[src/rtl/operand_fetch_pkg.sv]
`default_nettype none
// ============================================================================
// Module      : operand_fetch_pkg
// Description : Shared widths and types for the operand fetch block.
// Revision    : 1.0 - initial release
// ============================================================================
package operand_fetch_pkg;

  localparam int DATA_W = 16;
  localparam int NREGS  = 16;

  // Register indices are 4 bits wide, so the register count is pinned at 16.
  typedef logic [3:0]        reg_idx_t;
  typedef logic [DATA_W-1:0] word_t;

endpackage : operand_fetch_pkg
`default_nettype wire

[src/rtl/operand_fetch_onehot_encoder.sv]
`default_nettype none
// ============================================================================
// Module      : onehot_encoder
// Description : Encodes a 16-bit write enable into an index and an active
//               bit, using lowest-set-bit priority, and flags vectors that
//               have more than one bit set.
// Revision    : 1.0 - initial release
// ============================================================================
module onehot_encoder
  import operand_fetch_pkg::*;
(
  input  logic [15:0] i_onehot,
  output reg_idx_t    o_idx,
  output logic        o_active,
  output logic        o_multi
);

  // Descending scan so the lowest set bit is the last to assign the index.
  always_comb begin
    o_idx = '0;
    for (int i = 15; i >= 0; i--) begin
      if (i_onehot[i]) begin
        o_idx = reg_idx_t'(i);
      end
    end
  end

  assign o_active = |i_onehot;
  // Clearing the lowest set bit leaves something only if two or more were set.
  assign o_multi  = (i_onehot & (i_onehot - 16'd1)) != 16'd0;

endmodule : onehot_encoder
`default_nettype wire

[src/rtl/operand_fetch.sv]
`default_nettype none
// ============================================================================
// Module      : operand_fetch
// Description : Reads two operands from a flattened register file into a
//               one-deep valid/ready output register, with optional write
//               forwarding at capture and while the pair is held.
//               Forwarding is enabled by defining OPERAND_FETCH_FWD_EN.
// Revision    : 1.0 - initial release
// ============================================================================
module operand_fetch
  import operand_fetch_pkg::*;
#(
  parameter int DATA_W = operand_fetch_pkg::DATA_W,
  parameter int NREGS  = operand_fetch_pkg::NREGS
)(
  input  logic                    clk,
  input  logic                    reset,
  input  logic                    req_valid,
  output logic                    req_ready,
  input  reg_idx_t                rdest,
  input  reg_idx_t                rsrc,
  input  logic [NREGS*DATA_W-1:0] regs_flat,
  input  logic [15:0]             reg_wen_onehot,
  input  logic [DATA_W-1:0]       wdata,
  output logic                    op_valid,
  input  logic                    op_ready,
  output logic [DATA_W-1:0]       op_a,
  output logic [DATA_W-1:0]       op_b,
  output reg_idx_t                op_dest,
  output logic                    err_multi
);

  reg_idx_t          w_wen_idx;
  logic              w_wen_act;
  logic              w_wen_multi;
  logic              w_accept;
  logic [DATA_W-1:0] w_cap_a;
  logic [DATA_W-1:0] w_cap_b;

  logic              r_valid;
  logic [DATA_W-1:0] r_a;
  logic [DATA_W-1:0] r_b;
  reg_idx_t          r_dest;
  logic              r_err;

  onehot_encoder u_enc (
    .i_onehot (reg_wen_onehot),
    .o_idx    (w_wen_idx),
    .o_active (w_wen_act),
    .o_multi  (w_wen_multi)
  );

  // Ready reads high during reset; the reset branch discards any request.
  assign req_ready = reset || !r_valid || op_ready;
  assign w_accept  = req_valid && req_ready;

  // Operand read mux, with the in-flight write overriding the stale file value.
  always_comb begin
    w_cap_a = regs_flat[rdest * DATA_W +: DATA_W];
    w_cap_b = regs_flat[rsrc  * DATA_W +: DATA_W];
`ifdef OPERAND_FETCH_FWD_EN
    if (w_wen_act && (w_wen_idx == rdest)) w_cap_a = wdata;
    if (w_wen_act && (w_wen_idx == rsrc))  w_cap_b = wdata;
`endif
  end

`ifdef OPERAND_FETCH_FWD_EN
  // Source index is kept so a held op_b can track later writes to it.
  reg_idx_t r_src;

  // Output register: capture, drain, and forwarding into a held pair.
  always_ff @(posedge clk) begin
    if (reset) begin
      r_valid <= 1'b0;
      r_a     <= '0;
      r_b     <= '0;
      r_dest  <= '0;
      r_src   <= '0;
      r_err   <= 1'b0;
    end else begin
      if (w_wen_multi) r_err <= 1'b1;
      if (w_accept) begin
        r_valid <= 1'b1;
        r_a     <= w_cap_a;
        r_b     <= w_cap_b;
        r_dest  <= rdest;
        r_src   <= rsrc;
      end else if (r_valid && op_ready) begin
        r_valid <= 1'b0;
      end else if (r_valid) begin
        if (w_wen_act && (w_wen_idx == r_dest)) r_a <= wdata;
        if (w_wen_act && (w_wen_idx == r_src))  r_b <= wdata;
      end
    end
  end
`else
  // Without forwarding wdata has no consumer; fold it into a sink.
  logic w_unused_wdata;
  assign w_unused_wdata = ^{wdata, w_wen_idx, w_wen_act};

  // Output register: capture and drain only; held values never change.
  always_ff @(posedge clk) begin
    if (reset) begin
      r_valid <= 1'b0;
      r_a     <= '0;
      r_b     <= '0;
      r_dest  <= '0;
      r_err   <= 1'b0;
    end else begin
      if (w_wen_multi) r_err <= 1'b1;
      if (w_accept) begin
        r_valid <= 1'b1;
        r_a     <= w_cap_a;
        r_b     <= w_cap_b;
        r_dest  <= rdest;
      end else if (r_valid && op_ready) begin
        r_valid <= 1'b0;
      end
    end
  end
`endif

  assign op_valid  = r_valid;
  assign op_a      = r_a;
  assign op_b      = r_b;
  assign op_dest   = r_dest;
  assign err_multi = r_err;

endmodule : operand_fetch
`default_nettype wire

[config.mk]
export PLATFORM = sky130hd
export DESIGN_NAME = operand_fetch
export DESIGN_NICKNAME = d
export VERILOG_FILES = /design/src/rtl/operand_fetch_pkg.sv /design/src/rtl/operand_fetch_onehot_encoder.sv /design/src/rtl/operand_fetch.sv
export SDC_FILE = /design/constraint.sdc
export NUM_CORES = 1
export LEC_CHECK = 0
export CORE_AREA = 3 3 131 133
export DETAILED_ROUTE_END_ITERATION = 10
export DIE_AREA = 0 0 134 136
export PLACE_DENSITY = 0.86
export SLEW_MARGIN = 20
export SYNTH_ARGS = -nofsm -noshare
export SYNTH_HDL_FRONTEND = slang
export SYNTH_SLANG_ARGS = --single-unit
[constraint.sdc]
create_clock -name clk -period 2.1 [get_ports clk]
set_input_delay 0.315 -clock clk [delete_from_list [all_inputs] [get_ports clk]]
set_output_delay 0.315 -clock clk [all_outputs]
set_load 0.03 [all_outputs]
=== Yosys cells after proc, flatten, opt, wreduce, memory -nomap -nowiden ===
Index checks and enable logic that the tools add are counted.

* Flip-flop bits (word level): 38
* Input port bits: 300
* Output and inout port bits: 39
* Word-level logic and storage cells: 18

* $add $sub $neg: 1
* Shifts and indexed selects: 2
* Mux-type cells: 2
* Bitwise logic cells: 1
* Reductions and logical operators: 7

{| class="wikitable"
|+ Operators by type and width
! kind !! number
|-
| $shiftx 256x9->16 || 2
|-
| $and 16x16->16 || 1
|-
| $reduce_bool 16->1 || 1
|-
| $sub 16x1->16 const B || 1
|-
| $logic_and 1x1->1 || 2
|-
| $logic_or 1x1->1 || 2
|-
| $mux 1 || 2
|-
| $reduce_bool 2->1 || 1
|-
| $logic_not 1->1 || 1
|}

=== Depth between registers and ports, before layout ===
* Word-level depth: 5
* Gate-level depth with buffers: 7
* Gate-level depth less buffers: 5

=== Cells and area by module ===
Synthesis repeated with hierarchy kept, for this count alone.

* Cell total of the unflattened synthesis: 420
* Area total of the unflattened synthesis: 5,512.8 µm²

{| class="wikitable"
|+ Modules (own cells, without submodules)
! module !! instances !! cells an instance !! area an instance (µm²) !! seq. area each (µm²)
|-
| operand_fetch || 1 || 367 || 5,190.0 || 760.7
|-
| onehot_encoder || 1 || 53 || 322.8 || 0.0
|}

=== Worst setup path after synthesis ===
OpenSTA, ideal clock, no wires.

* Path type: input to register
* Start: input rdest[1]
* End: register r_a[0] (netlist: op_a[0])
* Setup time: 0.117 ns
* Arrival: 1.923 ns
* Required time: 1.983 ns
* Setup slack: 0.060 ns
* Cell stages on the path: 5
* Buffers on the path: 2
* Cells stage by stage: clkbuf_1 clkbuf_1 mux4_2 mux4_2 a22o_1

* Word-level cells in the longest chain between the ends: 1

{| class="wikitable"
|+ RTL lines
! what !! RTL line !! source
|-
| start, declared || operand_fetch.sv:20 || <nowiki>input reg_idx_t rdest,</nowiki>
|-
| $shiftx 256x9->16 || operand_fetch.sv:59 || <nowiki>w_cap_a = regs_flat[rdest * DATA_W +: DATA_W];</nowiki>
|-
| end signal, assigned || operand_fetch.sv:113 || <nowiki>r_a <= w_cap_a;</nowiki>
|-
| end, declared || operand_fetch.sv:41 || <nowiki>logic [DATA_W-1:0] r_a;</nowiki>
|}

No other way between the ends.
A chain may end at the register's enable or synchronous reset.

=== Final worst setup path ===
* Start: input reg_wen_onehot[2]
* End: register r_err (netlist: err_multi)

* Word-level cells in the longest chain between the ends: 3

{| class="wikitable"
|+ RTL lines
! what !! RTL line !! source
|-
| start, declared || operand_fetch.sv:23 || <nowiki>input logic [15:0] reg_wen_onehot,</nowiki>
|-
| $sub 16x1->16 || operand_fetch_onehot_encoder.sv:30 || <nowiki>assign o_multi = (i_onehot & (i_onehot - 16'd1)) != 16'd0;</nowiki>
|-
| $and 16x16->16 (*) || operand_fetch_onehot_encoder.sv:30 ||
|-
| $reduce_bool 16->1 (*) || operand_fetch_onehot_encoder.sv:30 ||
|-
| end signal, assigned || operand_fetch.sv:108 || <nowiki>r_err <= 1'b0;</nowiki>
|-
| end signal, assigned || operand_fetch.sv:110 || <nowiki>if (w_wen_multi) r_err <= 1'b1;</nowiki>
|-
| end, declared || operand_fetch.sv:44 || <nowiki>logic r_err;</nowiki>
|}

Mark *: on every way between the ends. The rest lies on a longest branch, timed or not.

==> impl_metrics.toml <==
[floorplanning]
die_y_um = 136
die_x_um = 134
fp-row-count = 46
core_mm2 = 0.0159
pin_count = 339
start_util_pct = 32.2
die_area_mm2 = 0.0182

[clock_network]
cts_buffers = 5
ctsHtreeMaxLevel = 2
cts.sinks = 38
hold_buffers = 0
cts_root_buffer = "clkbuf_16"
clock_latency_ns = 0.27
path_clk_slew_ns = 0.06
clock_path_buffers = 2
cts_setup_buffers = 0
cts_tree = "done"

[route]
routed_via_density = 6.06
antenna_left = 0
vias = 5153
wl_per_cell_um = 25.3
drt-total-wl_um = 21500
firstDrtPassIters = 5
drc = 0
drtIter0Drc = 269

[placement]
dp_hpwl_um = 17800
gp_congestion = 0.902
portBuffers = 322
postPlaceCellArea_mm2 = 0.00876

[logic_synthesis]
ys_seq_area_share_pct = 14.8
synth-seq-cells = 38
syn_avg_cell_area_um2 = 16.3
syn_inst = 316
syn-num-nets = 616
yosys_warnings = 0
synth_cell_types = 27
synth_area_mm2 = 0.00514

[worst_setup_path]
crit_type = "in -> reg"
rrSetupSlack_ns = 0.80
cpMaxStageDelayCell = "or4_4"
crit_arrival_ns = 2.15
critPathRequiredTime_ns = 2.24
cp-start-kind = "primary input"
max_stage_delay_ns = 0.57
path_max_fanout = 4
worstSetupEndpointType = "flop"
path_cells = "clkdlybuf4s50_1 -> or4_4 -> or3_1 -> a2111o_1 -> o31ai_1 -> a41oi_1"

[pwr]
p_total_mw = 3.72
total_leakage_power_nw = 3.07
power_density_mw_per_mm2 = 414
ir_drop_mv = 0.292

[flow_run]
cap_viol_max_count = 0

[cells_and_area]
area_delta_synth_final_pct = 74.6
antenna_cells = 0
postLayoutCoreUtil_pct = 56.3
final_nets = 933
finalInstanceArea_mm2 = 0.00897
drive_above_1_share_pct = 32.5

[global_route]
grt-ovfl-total = 0
antenna_found_initial = 0
grt_max_degree = 45
grt_pass1_wl_um = 32200
grt_pass1_vias = 5691
globalRouteTotalUtil_pct = 23.0

[sta]
drv_slew = 0
relSlewSlack_pct = 72.9
hold_viol_final = 0
rsz0062_at_grt = "false"
finalCritPeriodShare_pct = 96.1
final-setup-viol-count = 0
tightest_slew_ns = 0.405
fin_crit_ns = 2.02
fmax_ghz = 0.496
skew_ns = 0.00366

[outcome]
outcome = "finished clean"

[worst_hold_path]
hold_path_class = "reg -> reg"
-- report_power, final --
| part | switching (mW) | total [mW] | internal (mW) |
|---|---|---|---|
| clock | 0.288 | 1.00 | 0.713 |
| sequential | 0.0368 | 0.823 | 0.787 |
| combinational | 0.691 | 1.89 | 1.20 |
| total | 1.02 | 3.72 | 2.70 |
-- layout by cell type, fill, tap and decap left out, drive strengths merged --
master	synthesis	layout
clkdlybuf4s50	0	317
inv	1	1
bufinv	0	2
nand2	7	7
a41oi	1	1
maj3	1	1
buf	27	36
a22o	32	32
a2111oi	2	2
nand3	4	4
or4	2	2
mux4	160	160
o31ai	1	1
a2111o	1	1
dfxtp	38	38
o21ai	2	2
nor3	1	1
clkbuf	16	6
or3	1	1
o32ai	1	1
nor4	2	2
nor2	6	6
a221o	1	1
a21oi	8	8
o41ai	1	1
-- path summary, 6_finish.rpt --
check                           from                       to  cells past startpoint
max                reg_wen_onehot[2]   err_multi$_SDFFE_PP0P_                      6
min          op_dest[3]$_SDFFE_PP0P_  op_dest[3]$_SDFFE_PP0P_                      2
max reg2reg    op_valid$_SDFFE_PP0P_    op_a[15]$_SDFFE_PP0P_                      5
min reg2reg  op_dest[3]$_SDFFE_PP0P_  op_dest[3]$_SDFFE_PP0P_                      2
-- critical path: cells and delay by family --
| kind | cells | cell delay (ns) |
|---|---|---|
| compound gates | 3 | 0.48 |
| buf+inv | 1 | 0.45 |
| simple gates | 2 | 0.90 |
-- repair_timing --
item | CTS | global route
endpoints found under the setup margin | 1 | 1
pin swaps | 0 | 1
gates resized for setup | 1 | 3
-- state kept, by name, summed over array words and instances (netlist names) --
register and count:
op_valid 1, op_a 16, op_dest 4, err_multi 1, op_b 16
-- area by class of cell --
| class | instances | area, µm² |
|---|---|---|
| flip-flops and latches | 38 | 761 |
| repair buffers | 353 | 3580 |
| fillers | 1240 | 6970 |
| clock inverters | 2 | 60.1 |
| well taps | 216 | 270 |
| clock buffers | 6 | 139 |
| inverters | 1 | 3.75 |
| multi-input cells | 234 | 4170 |
-- per-layer routing --
layer | wire (µm) | GRT usage [%] | vias to the layer above
li1 | - | - | 2147
met1 | 7900 | 28.6 | 2623
met2 | 11100 | 40.7 | 341
met3 | 1870 | 4.77 | 42
met4 | 603 | 6.69 | 0
met5 | 0 | 0 | -
-- synthesized netlist by cell type --
| master | instances | share of area, % |
|---|---|---|
| mux4_2 | 157 | 69 |
| dfxtp_1 | 38 | 15 |
| a22o_1 | 32 | 5.5 |
| clkbuf_1 | 16 | 1.2 |
| buf_1 | 10 | 0.73 |
| a21oi_1 | 8 | 0.78 |
| buf_6 | 7 | 1.5 |
| nand2_1 | 7 | 0.51 |
| buf_4 | 6 | 0.88 |
| nor2_1 | 6 | 0.44 |
| buf_2 | 4 | 0.39 |
| nand3_1 | 4 | 0.39 |
| mux4_1 | 3 | 1.5 |
| a2111oi_0 | 2 | 0.34 |
| nor4_1 | 2 | 0.24 |
| o21ai_0 | 2 | 0.19 |
| or4_1 | 2 | 0.29 |
| a2111o_1 | 1 | 0.22 |
| a221o_1 | 1 | 0.19 |
| a41oi_1 | 1 | 0.17 |
| inv_1 | 1 | 0.073 |
| maj3_1 | 1 | 0.19 |
| nor3_1 | 1 | 0.097 |
| o31ai_1 | 1 | 0.15 |
| o32ai_1 | 1 | 0.17 |
| o41ai_1 | 1 | 0.17 |
| or3_1 | 1 | 0.12 |
-- cell families after synthesis --
group                    share of synthesized area [%]
AND/OR/NAND/NOR                                   2.09
multiplexers                                      70.3
flip-flops                                        14.8
buffers and inverters                             4.77
adder cells (fa/ha/maj)                          0.195
AO/OA/AOI/OAI                                     7.84
-- through the flow --
step / TNS (ns) / worst slack [ns] / hold slack (ns) / std cells
after floorplan: 0 / 0.0600 / 0.449 / 316
after global placement: -0.219 / -0.219 / 0.447 / 842
after detailed placement: -0.312 / -0.312 / 0.448 / 842
after CTS: 0 / 0.0404 / 0.456 / 850
after global routing: 0 / 0.0201 / 0.491 / 850
final: 0 / 0.0821 / 0.454 / 850
(Power assumes the default switching activity.)
